## config.mk

```make
export PLATFORM = sky130hd
export DESIGN_NAME = div_unit_flat
export DESIGN_NICKNAME = d
export VERILOG_FILES = /design/src/rtl/div_unit_pkg.sv /design/src/rtl/div_unit_if.sv /design/src/rtl/div_unit.sv /design/src/flat_wrapper.sv
export SDC_FILE = /design/constraint.sdc
export NUM_CORES = 1
export LEC_CHECK = 0
export ABC_AREA = 1
export CORE_MARGIN = 1
export CORE_UTILIZATION = 25
export DETAILED_ROUTE_END_ITERATION = 10
export PLACE_DENSITY = 0.39
export SETUP_SLACK_MARGIN = 0.05
export SLEW_MARGIN = 20
export SYNTH_ARGS = -nofsm -noshare
export SYNTH_HDL_FRONTEND = slang
export SYNTH_SLANG_ARGS = --single-unit
```

## constraint.sdc

```tcl
create_clock -name clk -period 3.3 [get_ports clk]
set_clock_uncertainty 0.2 [all_clocks]
set_input_delay 0.99 -clock clk [delete_from_list [all_inputs] [get_ports clk]]
set_output_delay 0.99 -clock clk [all_outputs]
set_load 0.01 [all_outputs]
```

## src/rtl/div_unit_pkg.sv

```systemverilog
// Shared defines for the iterative divider: FSM encodings, handshake levels
// and the sign helpers used at operand capture and result formation.
package div_unit_pkg;

    localparam logic        RstEnable         = 1'b1;
    localparam logic [31:0] ZeroWord          = 32'h0000_0000;
    localparam logic        DivResultReady    = 1'b1;
    localparam logic        DivResultNotReady = 1'b0;
    localparam logic        DivStart          = 1'b1;
    localparam logic        DivStop           = 1'b0;

    typedef enum logic [1:0] {
        DivFree   = 2'b00,
        DivByZero = 2'b01,
        DivOn     = 2'b10,
        DivEnd    = 2'b11
    } div_state_e;

    // Magnitude of a word; only treated as signed when is_signed is set.
    function automatic logic [31:0] magnitude(input logic [31:0] v, input logic is_signed);
        return (is_signed && v[31]) ? (~v + 32'd1) : v;
    endfunction

    function automatic logic [31:0] negate_if(input logic [31:0] v, input logic neg);
        return neg ? (~v + 32'd1) : v;
    endfunction

endpackage

```

## src/rtl/div_unit_if.sv

```systemverilog
// Request/response bundle between the pipeline (master) and the divider (slave).
// Handshake: the master raises start_i with stable operands and keeps it high
// until it has consumed ready_o; dropping start_i releases or aborts the divider.
interface div_unit_if;
    logic        signed_div_i;
    logic [31:0] opdata1_i;
    logic [31:0] opdata2_i;
    logic        start_i;
    logic        annul_i;
    logic [63:0] result_o;
    logic        ready_o;

    modport master (
        output signed_div_i, opdata1_i, opdata2_i, start_i, annul_i,
        input  result_o, ready_o
    );

    modport slave (
        input  signed_div_i, opdata1_i, opdata2_i, start_i, annul_i,
        output result_o, ready_o
    );
endinterface

```

## src/rtl/div_unit.sv

```systemverilog
// Radix-2 restoring divider, 32 iterations per operation, signed or unsigned.
// result_o = {remainder, quotient}; both outputs are registered.
module div_unit
    import div_unit_pkg::*;
(
    input  logic       clk,
    input  logic       rst,
    div_unit_if.slave  bus,
    output div_state_e dbg_state
);

    div_state_e  state;
    logic [5:0]  cnt;
    logic [63:0] work;      // {partial remainder, quotient/dividend bits}
    logic [31:0] divisor;
    logic        neg_quo;
    logic        neg_rem;
    logic [63:0] result;
    logic        ready;

    logic [32:0] cand;
    logic [32:0] trial;
    logic [63:0] next_work;
    logic        abort;

    // The shifted remainder needs 33 bits; since it is below 2*divisor,
    // bit 32 of the 33-bit trial difference is a valid sign.
    always_comb begin
        cand      = work[63:31];
        trial     = cand - {1'b0, divisor};
        next_work = work;
        if (trial[32]) begin
            next_work = {cand[31:0], work[30:0], 1'b0};
        end else begin
            next_work = {trial[31:0], work[30:0], 1'b1};
        end
        abort = bus.annul_i || (bus.start_i == DivStop);
    end

    always_ff @(posedge clk) begin
        if (rst == RstEnable) begin
            state   <= DivFree;
            cnt     <= 6'd0;
            work    <= 64'd0;
            divisor <= ZeroWord;
            neg_quo <= 1'b0;
            neg_rem <= 1'b0;
            result  <= {ZeroWord, ZeroWord};
            ready   <= DivResultNotReady;
        end else begin
            case (state)
                DivFree: begin
                    ready  <= DivResultNotReady;
                    result <= {ZeroWord, ZeroWord};
                    if (bus.start_i == DivStart && !bus.annul_i) begin
                        if (bus.opdata2_i == ZeroWord) begin
                            state <= DivByZero;
                        end else begin
                            state   <= DivOn;
                            cnt     <= 6'd0;
                            work    <= {ZeroWord, magnitude(bus.opdata1_i, bus.signed_div_i)};
                            divisor <= magnitude(bus.opdata2_i, bus.signed_div_i);
                            neg_quo <= bus.signed_div_i & (bus.opdata1_i[31] ^ bus.opdata2_i[31]);
                            neg_rem <= bus.signed_div_i & bus.opdata1_i[31];
                        end
                    end
                end
                DivByZero: begin
                    result <= {ZeroWord, ZeroWord};
                    if (abort) begin
                        state <= DivFree;
                        ready <= DivResultNotReady;
                    end else begin
                        state <= DivEnd;
                        ready <= DivResultReady;
                    end
                end
                DivOn: begin
                    if (abort) begin
                        state  <= DivFree;
                        cnt    <= 6'd0;
                        work   <= 64'd0;
                        ready  <= DivResultNotReady;
                        result <= {ZeroWord, ZeroWord};
                    end else if (cnt != 6'd32) begin
                        work <= next_work;
                        cnt  <= cnt + 6'd1;
                    end else begin
                        result <= {negate_if(work[63:32], neg_rem), negate_if(work[31:0], neg_quo)};
                        ready  <= DivResultReady;
                        state  <= DivEnd;
                        cnt    <= 6'd0;
                    end
                end
                DivEnd: begin
                    // annul_i is deliberately ignored here; only start_i releases.
                    if (bus.start_i == DivStop) begin
                        state  <= DivFree;
                        ready  <= DivResultNotReady;
                        result <= {ZeroWord, ZeroWord};
                    end
                end
                default: begin
                    state  <= DivFree;
                    ready  <= DivResultNotReady;
                    result <= {ZeroWord, ZeroWord};
                end
            endcase
        end
    end

    assign bus.result_o = result;
    assign bus.ready_o  = ready;
    assign dbg_state    = state;

endmodule

```

## src/flat_wrapper.sv

```systemverilog
// flat-port wrapper written by rule: the top's interface ports become plain ports
module div_unit_flat import div_unit_pkg::*;
  (clk, rst, dbg_state, bus_signed_div_i, bus_opdata1_i, bus_opdata2_i, bus_start_i, bus_annul_i, bus_result_o, bus_ready_o);
  div_unit_if bus_i ();
  input  logic clk;
  input  logic rst;
  output div_state_e dbg_state;
  input wire logic [$bits(bus_i.signed_div_i)-1:0] bus_signed_div_i;
  input wire logic [$bits(bus_i.opdata1_i)-1:0] bus_opdata1_i;
  input wire logic [$bits(bus_i.opdata2_i)-1:0] bus_opdata2_i;
  input wire logic [$bits(bus_i.start_i)-1:0] bus_start_i;
  input wire logic [$bits(bus_i.annul_i)-1:0] bus_annul_i;
  output wire logic [$bits(bus_i.result_o)-1:0] bus_result_o;
  output wire logic [$bits(bus_i.ready_o)-1:0] bus_ready_o;
  assign bus_i.signed_div_i = bus_signed_div_i;
  assign bus_i.opdata1_i = bus_opdata1_i;
  assign bus_i.opdata2_i = bus_opdata2_i;
  assign bus_i.start_i = bus_start_i;
  assign bus_i.annul_i = bus_annul_i;
  assign bus_result_o = bus_i.result_o;
  assign bus_ready_o = bus_i.ready_o;
  div_unit u_core (.clk(clk), .rst(rst), .bus(bus_i), .dbg_state(dbg_state));
endmodule
```

==> results.py <==
metrics = {
    "setup_path": {
        "arrival_ns": 3.22,
        "cp-start-kind": "primary input",
        "reg2reg_to": "u_core.work[60]$_SDFFE_PP0P_",
        "reg2regPathDepth": 14,
        "path_max_fanout": 31,
        "critPathRequiredTime_ns": 3.51,
        "cp-end-kind": "flop",
        "r2r-start": "u_core.divisor[22]$_SDFFE_PP0P_",
        "critPathKind": "primary input to flop",
        "rrSetupSlack_ns": 0.38,
        "critPathLaunch": "bus_opdata2_i[1]",
    },
    "finish": {
        "drive_above_1_share_pct": 7.299,
        "syn_to_final_growth_pct": 26.55,
        "stdcell_count": 3146,
        "postLayoutCellArea_sq_um": 16530,
        "diodes": 0,
        "fin_nets": 2565,
        "final_util_pct": 32.10,
    },
    "clock_network": {
        "numCtsBuffers": 17,
        "cts_resized": 0,
        "clk_latency_ns": 0.48,
        "htree_levels": 4,
        "cts.sinks": 171,
        "cts_buffer_depth": 2,
        "postCtsHoldBufs": 0,
        "post_cts_buffers": 0,
        "cts_root_buf": "clkbuf_16",
        "path_clk_slew_ns": 0.08,
        "cts_tree": "done",
    },
    "power_and_ir_drop": {
        "powerDensity_nw_per_um2": 376.5,
        "p_leak_nw": 7.585,
        "vdd_drop_max_mv": 0.4487,
        "totalPowerFinal_mw": 6.224,
    },
    "floorplanning": {
        "dieArea_sq_um": 53170,
        "core_area_sq_um": 51510,
        "die_w_um": 230.6,
        "die_h_um": 230.6,
        "start_util_pct": 25.36,
        "rows": 83,
        "io_pins": 136,
    },
    "logic_synthesis": {
        "synth_cells": 2258,
        "ys_types": 44,
        "yosys.cell_count.top_type": "nand2_1",
        "synth_ff_type": "dfxtp_1",
        "synthTopCellsByCount": "652 x nand2_1, 311 x inv_1, 249 x nand3_1",
        "yosysWarnings": 0,
        "synth_async_sr_flop_share_pct": 0,
        "avgSynthCellArea_sq_um": 5.786,
        "synth_nets": 2370,
        "synth_top_cell_by_area": "dfxtp_1",
        "synthTopCellsByArea": "dfxtp_1 26%, nand2_1 19%, nand3_1 9.5%",
        "ys_seq_elements": 171,
        "synth_edf_count": 0,
        "synth_area_sq_um": 13060,
        "seq_area_frac_synth_pct": 26.20,
        "yosys.area.top_type_share_pct": 26.20,
    },
    "global_routing": {
        "antenna_found_initial": 0,
        "grt_pass1_vias": 14070,
        "grt_max_degree": 108,
        "grt_pass1_wl_um": 81560,
        "grt_usage_pct": 20.13,
        "grt_overflow": 0,
    },
    "outcome": {
        "status": "completed",
    },
    "route": {
        "drt.antenna.violating_nets": 0,
        "vias": 14650,
        "routed_via_density": 4.656,
        "wire_per_inst_um": 16.76,
        "drt_wl_total_um": 52720,
        "first_pass_iters": 5,
        "initialDrtViolationCount": 927,
        "drcViolationCount": 0,
    },
    "timing": {
        "rsz0062_at_grt": "false",
        "max_clock_freq_mhz": 332.7,
        "tightest_slew_ns": 0.6194,
        "finalHoldViolCount": 0,
        "drv_slew": 0,
        "slew-limit-headroom_pct": 58.45,
        "setup_tns_ns": 0,
        "setup_violations": 0,
        "fin_crit_sh_pct": 91.09,
        "setup_slack_ns": 0.2940,
        "finalCriticalPeriod_ns": 3.006,
        "holdWs_ns": 0.2633,
    },
    "placement": {
        "dpl-instance-area_sq_um": 15940,
        "place_congestion": 0.9149,
        "placed_cells": 3114,
        "hpwl_um": 43090,
        "io_buffers": 135,
        "pre_cts_ws_ns": -0.2202,
    },
    "hold_path": {
        "min_from": "u_core.bus.result_o[5]$_SDFFE_PP0P_",
        "hold_depth": 2,
        "hold_class": "flop to flop",
        "hold_end": "u_core.bus.result_o[5]$_SDFFE_PP0P_",
    },
    "flow_run": {
        "maxCapViolCount": 0,
    },
}
[final cells by class]
| class | instances | area, sq um |
|---|---|---|
| clock inverters | 15 | 167.7 |
| well taps | 680 | 850.8 |
| inverters | 318 | 1196 |
| multi-input cells | 1689 | 8061 |
| flip-flops and latches | 171 | 3423 |
| repair buffers | 256 | 2407 |
| fillers | 5908 | 34980 |
| clock buffers | 17 | 425.4 |
[per-layer routing]
layer | GRT usage, % | part of all wire [%]
met1 | 27.68 | 50
met2 | 31.98 | 45
met3 | 3.001 | 2.8
met4 | 6.643 | 2.8
met5 | 0 | 0
[layout by cell type, fill, tap and decap left out, drive strengths merged, types with 7 or more instances in the layout]
cell type,synthesis,final
ha,42,42
a21oi,199,199
nor2,248,248
nor3,34,34
xnor2,18,18
nand3b,8,8
nand2,654,654
buf,35,122
xor2,24,24
clkbuf,45,17
o22ai,7,7
inv,316,325
o21ai,127,127
o21bai,9,9
clkinv,2,8
dfxtp,171,171
o211ai,12,12
nand3,250,250
or2,8,8
nand4,22,22
clkdlybuf4s50,0,134
[registers in the layout (all words and copies together), names as in the netlist]
signal	count
u_core.neg_quo	1
u_core.bus.ready_o	1
u_core.neg_rem	1
u_core.dbg_state	2
u_core.divisor	32
u_core.bus.result_o	64
u_core.cnt	6
u_core.work	64
[cells by family after synthesis]
group / after synthesis / share of synthesized area (%)
simple gates: 1236 / 39.63
buf+inv: 398 / 12.13
compound gates: 368 / 15.04
flops: 171 / 26.20
fa+ha+maj: 43 / 4.176
xor+xnor: 42 / 2.816
[report_power, final]
group / leakage (nW) / internal [mW] / switching (mW)
Combinational: 5.90 / 0.654 / 1.24
Clock: 0.292 / 1.02 / 1.04
Sequential: 1.39 / 2.17 / 0.0980
[critical path, cell delays in order]
cell	delay [ns]
clkdlybuf4s50_1	0.41
inv_1	0.08
ha_1	0.17
nand3_1	0.15
nor2_2	0.18
nand2_1	0.10
nor2_2	0.20
nand2_1	0.12
o211ai_4	0.11
inv_4	0.06
o21ai_4	0.14
buf_12	0.23
nand2_1	0.09
a21oi_1	0.15
[worst max-delay path by stage]
stage                                   end  slack [ns]
6_report       u_core.work[61]$_SDFFE_PP0P_        0.29
5_1_grt        u_core.work[43]$_SDFFE_PP0P_        0.12
4_1_cts        u_core.work[52]$_SDFFE_PP0P_        0.29
3_5_place_dp   u_core.work[53]$_SDFFE_PP0P_       -0.22
3_3_place_gp   u_core.work[52]$_SDFFE_PP0P_       -0.16
2_1_floorplan  u_core.work[18]$_SDFFE_PP0P_        0.45
No activity file was read; power rests on OpenSTA's default activity.
